## src/rtl/mem_port_ctrl_if.sv

```systemverilog
// Client request/response and RAM port bundle for mem_port_ctrl.
// The slave modport is the controller side; master is the client/RAM environment.
`ifndef MEMORY_ADDR_WIDTH
`define MEMORY_ADDR_WIDTH 11
`endif
`ifndef MEMORY_DATA_WIDTH
`define MEMORY_DATA_WIDTH 16
`endif

interface mem_port_ctrl_if #(
  parameter int A = `MEMORY_ADDR_WIDTH,
  parameter int D = `MEMORY_DATA_WIDTH
);
  logic         req_valid;
  logic         req_ready;
  logic [1:0]   req_op;
  logic [A-1:0] req_addr1;
  logic [A-1:0] req_addr2;
  logic [D-1:0] req_data;
  logic         resp_valid;
  logic         resp_ready;
  logic [D-1:0] resp_q1;
  logic [D-1:0] resp_q2;
  logic         resp_err;
  logic [7:0]   err_count;
  logic [A-1:0] mem_address1;
  logic [A-1:0] mem_address2;
  logic [D-1:0] mem_data;
  logic         mem_wren;
  logic [D-1:0] mem_q1;
  logic [D-1:0] mem_q2;

  modport master (
    output req_valid, req_op, req_addr1, req_addr2, req_data, resp_ready, mem_q1, mem_q2,
    input  req_ready, resp_valid, resp_q1, resp_q2, resp_err, err_count,
           mem_address1, mem_address2, mem_data, mem_wren
  );

  modport slave (
    input  req_valid, req_op, req_addr1, req_addr2, req_data, resp_ready, mem_q1, mem_q2,
    output req_ready, resp_valid, resp_q1, resp_q2, resp_err, err_count,
           mem_address1, mem_address2, mem_data, mem_wren
  );
endinterface

```

## src/rtl/mem_port_ctrl.sv

```systemverilog
// Single-outstanding RAM port controller: range-checks client requests, runs one
// read, pair read or write against a one-cycle-latency RAM and holds the response.
module mem_port_ctrl #(
  parameter int ADDR_LIMIT = 1024
) (
  input  logic           clock,
  input  logic           reset,
  mem_port_ctrl_if.slave bus
);
  localparam int A = `MEMORY_ADDR_WIDTH;
  localparam int D = `MEMORY_DATA_WIDTH;
  localparam logic [A:0] LIMIT = (A+1)'(ADDR_LIMIT);

  localparam logic [1:0] OP_PAIR  = 2'b01;
  localparam logic [1:0] OP_WRITE = 2'b10;
  localparam logic [1:0] OP_RSVD  = 2'b11;

  typedef enum logic [2:0] {IDLE, ISSUE, CAPTURE, WRITE, RESP} state_t;

  state_t       state_q;
  logic         isPair_q;
  logic         resp_valid_q;
  logic         resp_err_q;
  logic [D-1:0] resp_q1_q;
  logic [D-1:0] resp_q2_q;
  logic [7:0]   err_count_q;
  logic [A-1:0] mem_address1_q;
  logic [A-1:0] mem_address2_q;
  logic [D-1:0] mem_data_q;
  logic         mem_wren_q;

  logic addr1Bad;
  logic addr2Bad;
  logic reqErr;

  // The secondary address only matters for a pair read
  assign addr1Bad = ({1'b0, bus.req_addr1} >= LIMIT);
  assign addr2Bad = ({1'b0, bus.req_addr2} >= LIMIT);
  assign reqErr   = (bus.req_op == OP_RSVD) | addr1Bad | ((bus.req_op == OP_PAIR) & addr2Bad);

  always_ff @(posedge clock or negedge reset) begin
    if (!reset) begin
      state_q        <= IDLE;
      isPair_q       <= 1'b0;
      resp_valid_q   <= 1'b0;
      resp_err_q     <= 1'b0;
      resp_q1_q      <= '0;
      resp_q2_q      <= '0;
      err_count_q    <= '0;
      mem_address1_q <= '0;
      mem_address2_q <= '0;
      mem_data_q     <= '0;
      mem_wren_q     <= 1'b0;
    end else begin
      unique case (state_q)
        IDLE: begin
          if (bus.req_valid) begin
            if (reqErr) begin
              resp_valid_q <= 1'b1;
              resp_err_q   <= 1'b1;
              if (err_count_q != 8'hFF) err_count_q <= err_count_q + 8'd1;
              state_q      <= RESP;
            end else if (bus.req_op == OP_WRITE) begin
              mem_address1_q <= bus.req_addr1;
              mem_data_q     <= bus.req_data;
              mem_wren_q     <= 1'b1;
              state_q        <= WRITE;
            end else begin
              isPair_q       <= (bus.req_op == OP_PAIR);
              mem_address1_q <= bus.req_addr1;
              mem_address2_q <= (bus.req_op == OP_PAIR) ? bus.req_addr2 : bus.req_addr1;
              mem_wren_q     <= 1'b0;
              state_q        <= ISSUE;
            end
          end
        end
        ISSUE: state_q <= CAPTURE;
        CAPTURE: begin
          // RAM data is valid now, one cycle after the ISSUE edge sampled the address
          resp_q1_q    <= bus.mem_q1;
          resp_q2_q    <= isPair_q ? bus.mem_q2 : bus.mem_q1;
          resp_valid_q <= 1'b1;
          resp_err_q   <= 1'b0;
          state_q      <= RESP;
        end
        WRITE: begin
          mem_wren_q   <= 1'b0;
          resp_valid_q <= 1'b1;
          resp_err_q   <= 1'b0;
          state_q      <= RESP;
        end
        RESP: begin
          if (bus.resp_ready) begin
            resp_valid_q <= 1'b0;
            resp_err_q   <= 1'b0;
            state_q      <= IDLE;
          end
        end
        default: state_q <= IDLE;
      endcase
    end
  end

  assign bus.req_ready    = (state_q == IDLE);
  assign bus.resp_valid   = resp_valid_q;
  assign bus.resp_err     = resp_err_q;
  assign bus.resp_q1      = resp_q1_q;
  assign bus.resp_q2      = resp_q2_q;
  assign bus.err_count    = err_count_q;
  assign bus.mem_address1 = mem_address1_q;
  assign bus.mem_address2 = mem_address2_q;
  assign bus.mem_data     = mem_data_q;
  assign bus.mem_wren     = mem_wren_q;
endmodule

```

## src/flat_wrapper.sv

```systemverilog
// flat-port wrapper written by rule: the top's interface ports become plain ports
module mem_port_ctrl_flat 
#(
  parameter int ADDR_LIMIT = 1024
)
  (clock, reset, bus_req_valid, bus_req_op, bus_req_addr1, bus_req_addr2, bus_req_data, bus_resp_ready, bus_mem_q1, bus_mem_q2, bus_req_ready, bus_resp_valid, bus_resp_q1, bus_resp_q2, bus_resp_err, bus_err_count, bus_mem_address1, bus_mem_address2, bus_mem_data, bus_mem_wren);
  mem_port_ctrl_if #(.A((`MEMORY_ADDR_WIDTH)), .D((`MEMORY_DATA_WIDTH))) bus_i ();
  input  logic clock;
  input  logic reset;
  input wire logic [$bits(bus_i.req_valid)-1:0] bus_req_valid;
  input wire logic [$bits(bus_i.req_op)-1:0] bus_req_op;
  input wire logic [$bits(bus_i.req_addr1)-1:0] bus_req_addr1;
  input wire logic [$bits(bus_i.req_addr2)-1:0] bus_req_addr2;
  input wire logic [$bits(bus_i.req_data)-1:0] bus_req_data;
  input wire logic [$bits(bus_i.resp_ready)-1:0] bus_resp_ready;
  input wire logic [$bits(bus_i.mem_q1)-1:0] bus_mem_q1;
  input wire logic [$bits(bus_i.mem_q2)-1:0] bus_mem_q2;
  output wire logic [$bits(bus_i.req_ready)-1:0] bus_req_ready;
  output wire logic [$bits(bus_i.resp_valid)-1:0] bus_resp_valid;
  output wire logic [$bits(bus_i.resp_q1)-1:0] bus_resp_q1;
  output wire logic [$bits(bus_i.resp_q2)-1:0] bus_resp_q2;
  output wire logic [$bits(bus_i.resp_err)-1:0] bus_resp_err;
  output wire logic [$bits(bus_i.err_count)-1:0] bus_err_count;
  output wire logic [$bits(bus_i.mem_address1)-1:0] bus_mem_address1;
  output wire logic [$bits(bus_i.mem_address2)-1:0] bus_mem_address2;
  output wire logic [$bits(bus_i.mem_data)-1:0] bus_mem_data;
  output wire logic [$bits(bus_i.mem_wren)-1:0] bus_mem_wren;
  assign bus_i.req_valid = bus_req_valid;
  assign bus_i.req_op = bus_req_op;
  assign bus_i.req_addr1 = bus_req_addr1;
  assign bus_i.req_addr2 = bus_req_addr2;
  assign bus_i.req_data = bus_req_data;
  assign bus_i.resp_ready = bus_resp_ready;
  assign bus_i.mem_q1 = bus_mem_q1;
  assign bus_i.mem_q2 = bus_mem_q2;
  assign bus_req_ready = bus_i.req_ready;
  assign bus_resp_valid = bus_i.resp_valid;
  assign bus_resp_q1 = bus_i.resp_q1;
  assign bus_resp_q2 = bus_i.resp_q2;
  assign bus_resp_err = bus_i.resp_err;
  assign bus_err_count = bus_i.err_count;
  assign bus_mem_address1 = bus_i.mem_address1;
  assign bus_mem_address2 = bus_i.mem_address2;
  assign bus_mem_data = bus_i.mem_data;
  assign bus_mem_wren = bus_i.mem_wren;
  mem_port_ctrl #(.ADDR_LIMIT(ADDR_LIMIT)) u_core (.clock(clock), .reset(reset), .bus(bus_i));
endmodule
```

## config.mk

```make
export PLATFORM = sky130hd
export DESIGN_NAME = mem_port_ctrl_flat
export DESIGN_NICKNAME = d
export VERILOG_FILES = /design/src/rtl/mem_port_ctrl_if.sv /design/src/rtl/mem_port_ctrl.sv /design/src/flat_wrapper.sv
export SDC_FILE = /design/constraint.sdc
export NUM_CORES = 1
export LEC_CHECK = 0
export CAP_MARGIN = 30
export CORE_UTILIZATION = 40
export CTS_BUF_LIST = sky130_fd_sc_hd__clkbuf_16
export DETAILED_ROUTE_END_ITERATION = 7
export GPL_TIMING_DRIVEN = 0
export PLACE_DENSITY = 0.77
export SLEW_MARGIN = 15
export SYNTH_ARGS = -nofsm -noshare
export SYNTH_HDL_FRONTEND = slang
export SYNTH_SLANG_ARGS = --single-unit
```

## constraint.sdc

```tcl
create_clock -name clock -period 3.7 [get_ports clock]
set_input_delay 0.74 -clock clock [delete_from_list [all_inputs] [get_ports clock]]
set_output_delay 0.74 -clock clock [all_outputs]
set_load 0.01 [all_outputs]
```

# After elaboration in Yosys (flattened, before gate mapping)

Cells that the tools add are included.

Mux-type cells: 16
Bitwise gates (word level): 5
Eq/ne operators: 12
Reduce and logical (&&, ||, !) cells: 11
Add/subtract/negate cells: 1
Order comparisons: 2

Operators by type and width:

| operator                                                                | number |
|---|---|
| 11-bit greater-or-equal comparator, second input constant               | 2 |
| 16-bit 2-to-1 mux                                                       | 1 |
| 4-bit AND reduction                                                     | 4 |
| 3-bit one-hot mux with 4 select lines                                   | 1 |
| 11-bit 2-to-1 mux                                                       | 1 |
| 3-bit 2-to-1 mux                                                        | 3 |
| 8-bit by 1-bit adder with 8-bit output, second input constant           | 1 |
| 8-bit inequality test, second input constant                            | 1 |
| 3-bit by 2-bit == test with 1-bit output, second input constant         | 2 |
| 1-bit 2-to-1 mux                                                        | 6 |
| 2-bit inequality test, second input constant                            | 3 |
| 1-bit one-hot mux with 3 select lines                                   | 2 |
| 3-bit AND reduction                                                     | 2 |
| 2-bit == test, second input constant                                    | 2 |
| 3-bit by 1-bit == test with 1-bit output, second input constant         | 1 |
| 3-bit == test, second input constant                                    | 1 |
| 3-bit zero test                                                         | 1 |
| 3-bit nonzero test                                                      | 1 |
| 2-bit by 1-bit == test with 1-bit output, second input constant         | 1 |
| 2-bit 2-to-1 mux                                                        | 1 |
| 2-bit by 1-bit inequality test with 1-bit output, second input constant | 1 |
| 1-bit inverter                                                          | 2 |
| 1-bit bitwise OR                                                        | 2 |
| 1-bit one-hot mux with 2 select lines                                   | 1 |
| 4 further kinds                                                         | 4 |

Logic and storage cells: 58
Input bits: 76
Output and inout bits: 82
Register bits after elaboration: 85

# Logic depth before layout (Yosys ltp)

Word-level depth: 6
Depth in mapped cells: 6
Depth with buffers taken out: 5

# Worst setup path after synthesis

OpenSTA, ideal clock, no wires.

Path type: in2reg
Start point: input port bus_req_valid
End point: register u_core.mem_address1_q[0], in the netlist u_core.bus.mem_address1[0]
Data required time: 3.575 ns
Buffers on the path: 1
Path slack: 1.598 ns
Setup time: 0.125 ns
Stages on the path: 4
Arrival time: 1.977 ns
Path through: or4b_4 -> nor3_2 -> buf_4 -> mux2_2

Word-level cells in the longest chain between the ends: 1

RTL lines:

| item                          | RTL line            | text |
|---|---|---|
| start: declaration            | flat_wrapper.sv:10  | `input wire logic [$bits(bus_i.req_valid)-1:0] bus_req_valid;` |
| 3-bit AND reduction (no line) | -                   |  |
| end signal: assignment        | mem_port_ctrl.sv:64 | `mem_address1_q <= bus.req_addr1;` |
| end signal: assignment        | mem_port_ctrl.sv:70 | `mem_address1_q <= bus.req_addr1;` |
| end: declaration              | mem_port_ctrl.sv:27 | `logic [A-1:0] mem_address1_q;` |

No other way between the ends.
A chain may end at the register's enable or synchronous reset.

# Worst setup path after layout

Start point: input port bus_req_valid
End point: register u_core.mem_address1_q[9], in the netlist u_core.bus.mem_address1[9]

Same word-level chain as after synthesis.

==> results_tabular.tex <==
\begin{tabular}{lr}
\hline
Metric & Value \\
\hline
\multicolumn{2}{l}{\textbf{Timing}} \\
\quad Max-slew headroom at the worst pin & 48.1\% \\
\quad Final clock skew & 0.00696 ns \\
\quad Min Hold Slack & 0.381 ns \\
\quad Max-slew violations & 0 \\
\quad Final setup violation count & 0 \\
\quad RSZ-0062 raised after global routing & false \\
\quad Final Critical Period & 2.55 ns \\
\quad Achievable clock frequency & 392 MHz \\
\quad Final worst slack & 1.15 ns \\
\quad Total Negative Setup Slacks & 0 ns \\
\quad Count of final hold-check violations & 0 \\
\quad Worst-margin pin slew & 0.779 ns \\
\quad Final clock period utilization by the worst path & 68.9\% \\
\multicolumn{2}{l}{\textbf{Clock network}} \\
\quad Cells resized by post-CTS repair & 0 \\
\quad Cts-stage hold buffer count & 0 \\
\quad Number of setup buffers added after CTS & 0 \\
\quad Longest Clk Path Bufs & 2 \\
\quad CTS tree & done \\
\quad Clock buffer count from CTS & 9 \\
\quad Cell at the root of the clock tree & sky130\_fd\_sc\_hd\_\_clkbuf\_16 \\
\quad Skew-Pair Late Insertion Delay & 0.32 ns \\
\quad TritonCTS sink count & 85 \\
\quad H-tree level count & 3 \\
\quad CTS clk-pin slew, worst paths & 0.06 ns \\
\multicolumn{2}{l}{\textbf{Critical path}} \\
\quad Crit-path cells & clkdlybuf4s50\_1, or4b\_4, nor3\_2, buf\_4, mux2\_2 \\
\quad Classification of the worst setup path & input port to register \\
\quad CP Data Arrival Time & 2.76 ns \\
\quad Critical path capture point type & register \\
\quad Max Fanout on Critical Path & 10 \\
\quad Critical path startpoint category & input port \\
\quad Required time at the worst-slack endpoint & 3.91 ns \\
\quad Cell at the slowest stage of the critical path & sky130\_fd\_sc\_hd\_\_clkdlybuf4s50\_1 \\
\quad Delay contributed by the slowest stage of the critical path & 0.55 ns \\
\multicolumn{2}{l}{\textbf{Pwr}} \\
\quad Leakage Power & 2.37 nW \\
\quad Total power after layout & 4.32 mW \\
\quad Maximum vdd ir drop & 0.395 mV \\
\quad Ratio of total power to cell area & 771 mW/mm² \\
\multicolumn{2}{l}{\textbf{Routing}} \\
\quad DRC violation count after routing & 0 \\
\quad Initial drt markers & 73 \\
\quad Antenna-violating nets left & 0 \\
\quad WL per Instance & 15.5 µm \\
\quad Number of vias in the routed layout & 2770 \\
\quad Drt pass-1 iters & 4 \\
\quad Sum of routed wire length over all layers & 8630 µm \\
\quad Vias per cell & 4.96 \\
\multicolumn{2}{l}{\textbf{Placed design}} \\
\quad Dpl hpwl & 6390 µm \\
\quad Pre-CTS setup slack & 0.747 ns \\
\quad Number of buffers inserted by port buffering & 157 \\
\quad Global placement routability congestion & 0.794 \\
\multicolumn{2}{l}{\textbf{Floorplan}} \\
\quad Total die area & 0.00937 mm² \\
\quad Horizontal extent of the die & 96.8 µm \\
\quad Core box area & 0.00872 mm² \\
\quad Chip height & 96.8 µm \\
\quad Std-Cell Rows & 34 \\
\quad Number of placed I/O pins & 158 \\
\quad Effective utilization at floorplan & 41.2\% \\
\multicolumn{2}{l}{\textbf{Synthesis}} \\
\quad Proportion of synthesized flip-flops having asynchronous set or reset & 100\% \\
\quad Area share of the leading cell type in the synthesized netlist & 59.2\% \\
\quad Flops \& latches, synth & 85 \\
\quad Top post-synthesis cells by area & sky130\_fd\_sc\_hd\_\_dfrtp\_1 (59\%), sky130\_fd\_sc\_hd\_\_mux2\_2 (13\%), sky130\_fd\_sc\_hd\_\_mux2i\_1 (7.2\%), sky130\_fd\_sc\_hd\_\_nor2\_1 (3.1\%), sky130\_fd\_sc\_hd\_\_a21oi\_1 (2.6\%) \\
\quad Post-synth top area cell & sky130\_fd\_sc\_hd\_\_dfrtp\_1 \\
\quad Commonest register cell after synthesis & sky130\_fd\_sc\_hd\_\_dfrtp\_1 \\
\quad Post-Synthesis Mean Instance Area & 13.0 µm² \\
\quad Number of nets produced by synthesis & 354 \\
\quad Yosys cell types & 40 \\
\quad Syn Std Cell Area & 0.00359 mm² \\
\quad Syn Inst Count & 277 \\
\quad EDFF count, synth & 0 \\
\quad Yosys synthesis warning count & 0 \\
\quad Part of the Yosys area used for sequential elements & 59.2\% \\
\multicolumn{2}{l}{\textbf{Global route}} \\
\quad Largest net degree at the start of global routing & 50 \\
\quad GRT Residual Overflow & 0 \\
\quad First-pass GRT wire length & 14200 µm \\
\quad Initial antenna violation count & 0 \\
\quad Number of global-route vias before repair & 2909 \\
\quad Tot GR Track Use & 18.8\% \\
\multicolumn{2}{l}{\textbf{Min path}} \\
\quad Path category of the worst min-delay check & input port to async pin \\
\multicolumn{2}{l}{\textbf{Final layout}} \\
\quad Final Net Count & 523 \\
\quad Area added between synthesis and finish & 56.0\% \\
\quad End-of-flow core utilization & 64.3\% \\
\quad Layout cells sized above 1 & 17.1\% \\
\quad Diode count & 0 \\
\multicolumn{2}{l}{\textbf{Outcome}} \\
\quad Status & complete, no violations \\
\multicolumn{2}{l}{\textbf{Flow run}} \\
\quad MaxCap Viol Count & 0 \\
\hline
\end{tabular}
[sequential cells by signal (all words and copies together), names as in the netlist]
| signal | cells |
|---|---|
| u_core.isPair_q | 1 |
| u_core.bus.resp_valid | 1 |
| u_core.bus.mem_data | 16 |
| u_core.bus.err_count | 8 |
| u_core.state_q | 3 |
| u_core.bus.mem_wren | 1 |
| u_core.bus.resp_q1 | 16 |
| u_core.bus.resp_q2 | 16 |
| u_core.bus.mem_address1 | 11 |
| u_core.bus.mem_address2 | 11 |
| u_core.bus.resp_err | 1 |
[kinds of logic (layout without fill, tap and decap cells)]
kind of cell | count (synthesis) | after routing | share of synthesized area, %
xor gates and xnor gates | 5 | 5 | 1.22
buffers and inverters | 17 | 190 | 2.47
muxes | 69 | 69 | 20.7
and+or+nand+nor | 59 | 59 | 8.08
adders and majority gates | 1 | 1 | 0.348
AOI/OAI and AO/OA | 41 | 41 | 7.97
DFF | 85 | 85 | 59.2
[cells in the final DEF (no fill, tap or decap), drive strengths merged, types with 2 or more instances in the layout]
| cell | n |
|---|---|
| nor2b | 4 |
| clkdlybuf4s50 | 156 |
| clkinv | 3 |
| nand3 | 4 |
| nor2 | 30 |
| a211oi | 2 |
| xor2 | 4 |
| inv | 4 |
| nor4 | 2 |
| o21ai | 2 |
| mux2i | 26 |
| a21oi | 27 |
| mux2 | 43 |
| nand2 | 5 |
| buf | 8 |
| o21a | 2 |
| nor3 | 4 |
| clkbuf | 17 |
| nor3b | 2 |
| dfrtp | 85 |
| nand4 | 2 |
| a31oi | 3 |
[where the power goes]
part,total [mW],internal [mW],switching (mW)
registers,1.60,1.35,0.243
logic,1.87,1.14,0.730
clock network,0.858,0.513,0.345
total,4.32,3.00,1.32
[metal layers]
metal / share of wire, % / GRT usage, % / vias to the layer above
met1: 45 / 24.2 / 1346
met3: 6.1 / 5.13 / 8
met5: 0 / 0 / -
met2: 48 / 31.0 / 96
met4: 1.1 / 5.86 / 0
li1: - / - / 1320
[cells in the mapped netlist (2+ instances only)]
| cell type | instances |
|---|---|
| sky130_fd_sc_hd__dfrtp_1 | 85 |
| sky130_fd_sc_hd__mux2_2 | 43 |
| sky130_fd_sc_hd__nor2_1 | 30 |
| sky130_fd_sc_hd__mux2i_1 | 26 |
| sky130_fd_sc_hd__a21oi_1 | 19 |
| sky130_fd_sc_hd__a21oi_2 | 8 |
| sky130_fd_sc_hd__clkbuf_1 | 7 |
| sky130_fd_sc_hd__nand2_1 | 5 |
| sky130_fd_sc_hd__nand3_1 | 4 |
| sky130_fd_sc_hd__nor2b_1 | 4 |
| sky130_fd_sc_hd__xor2_1 | 4 |
| sky130_fd_sc_hd__a31oi_1 | 3 |
| sky130_fd_sc_hd__inv_1 | 3 |
| sky130_fd_sc_hd__nor3_1 | 3 |
| sky130_fd_sc_hd__a211oi_1 | 2 |
| sky130_fd_sc_hd__buf_4 | 2 |
| sky130_fd_sc_hd__buf_6 | 2 |
| sky130_fd_sc_hd__nand4_1 | 2 |
| sky130_fd_sc_hd__nor3b_1 | 2 |
| sky130_fd_sc_hd__nor4_1 | 2 |
| sky130_fd_sc_hd__o21a_1 | 2 |
[worst max-delay path: cells and delay by family]
kind	cells	cell delay [ns]
simple gates	2	0.85
buf+inv	2	0.82
mux	1	0.35
[worst paths after layout]
| check | startpoint | to | slack [ns] | cells past startpoint |
|---|---|---|---|---|
| worst max register to register | u_core.state_q[0] | u_core.bus.resp_q2[12] | 1.53 | 6 |
| worst min register to register | u_core.bus.mem_data[8] | u_core.bus.mem_data[8] | 0.50 | 1 |
| worst max-delay path | bus_req_valid | u_core.bus.mem_address1[9] | 1.15 | 5 |
| max in group asynchronous | reset | u_core.bus.mem_data[7] | 2.71 | 2 |
| worst min-delay path | reset | u_core.bus.resp_q1[4] | 0.38 | 1 |
| min in group clock | u_core.bus.mem_data[8] | u_core.bus.mem_data[8] | 0.50 | 1 |
[final cells by class]
cell class | instances | area [µm²]
Buffer | 14 | 77.6
Clock inverter | 6 | 56.3
Clock buffer | 9 | 225
Inverter | 3 | 11.3
Timing Repair Buffer | 158 | 1600
Tap cell | 108 | 135
Sequential cell | 85 | 2130
Multi-Input combinational cell | 175 | 1380
Fill cell | 694 | 3110
[per-stage QoR]
step / area (µm²) / cells
after floorplan: 3590 / 277
after global placement: 5300 / 542
after detailed placement: 5330 / 543
after CTS: 5610 / 558
after global routing: 5610 / 558
final: 5610 / 558
Note: power is estimated with default switching activity, not from simulation.
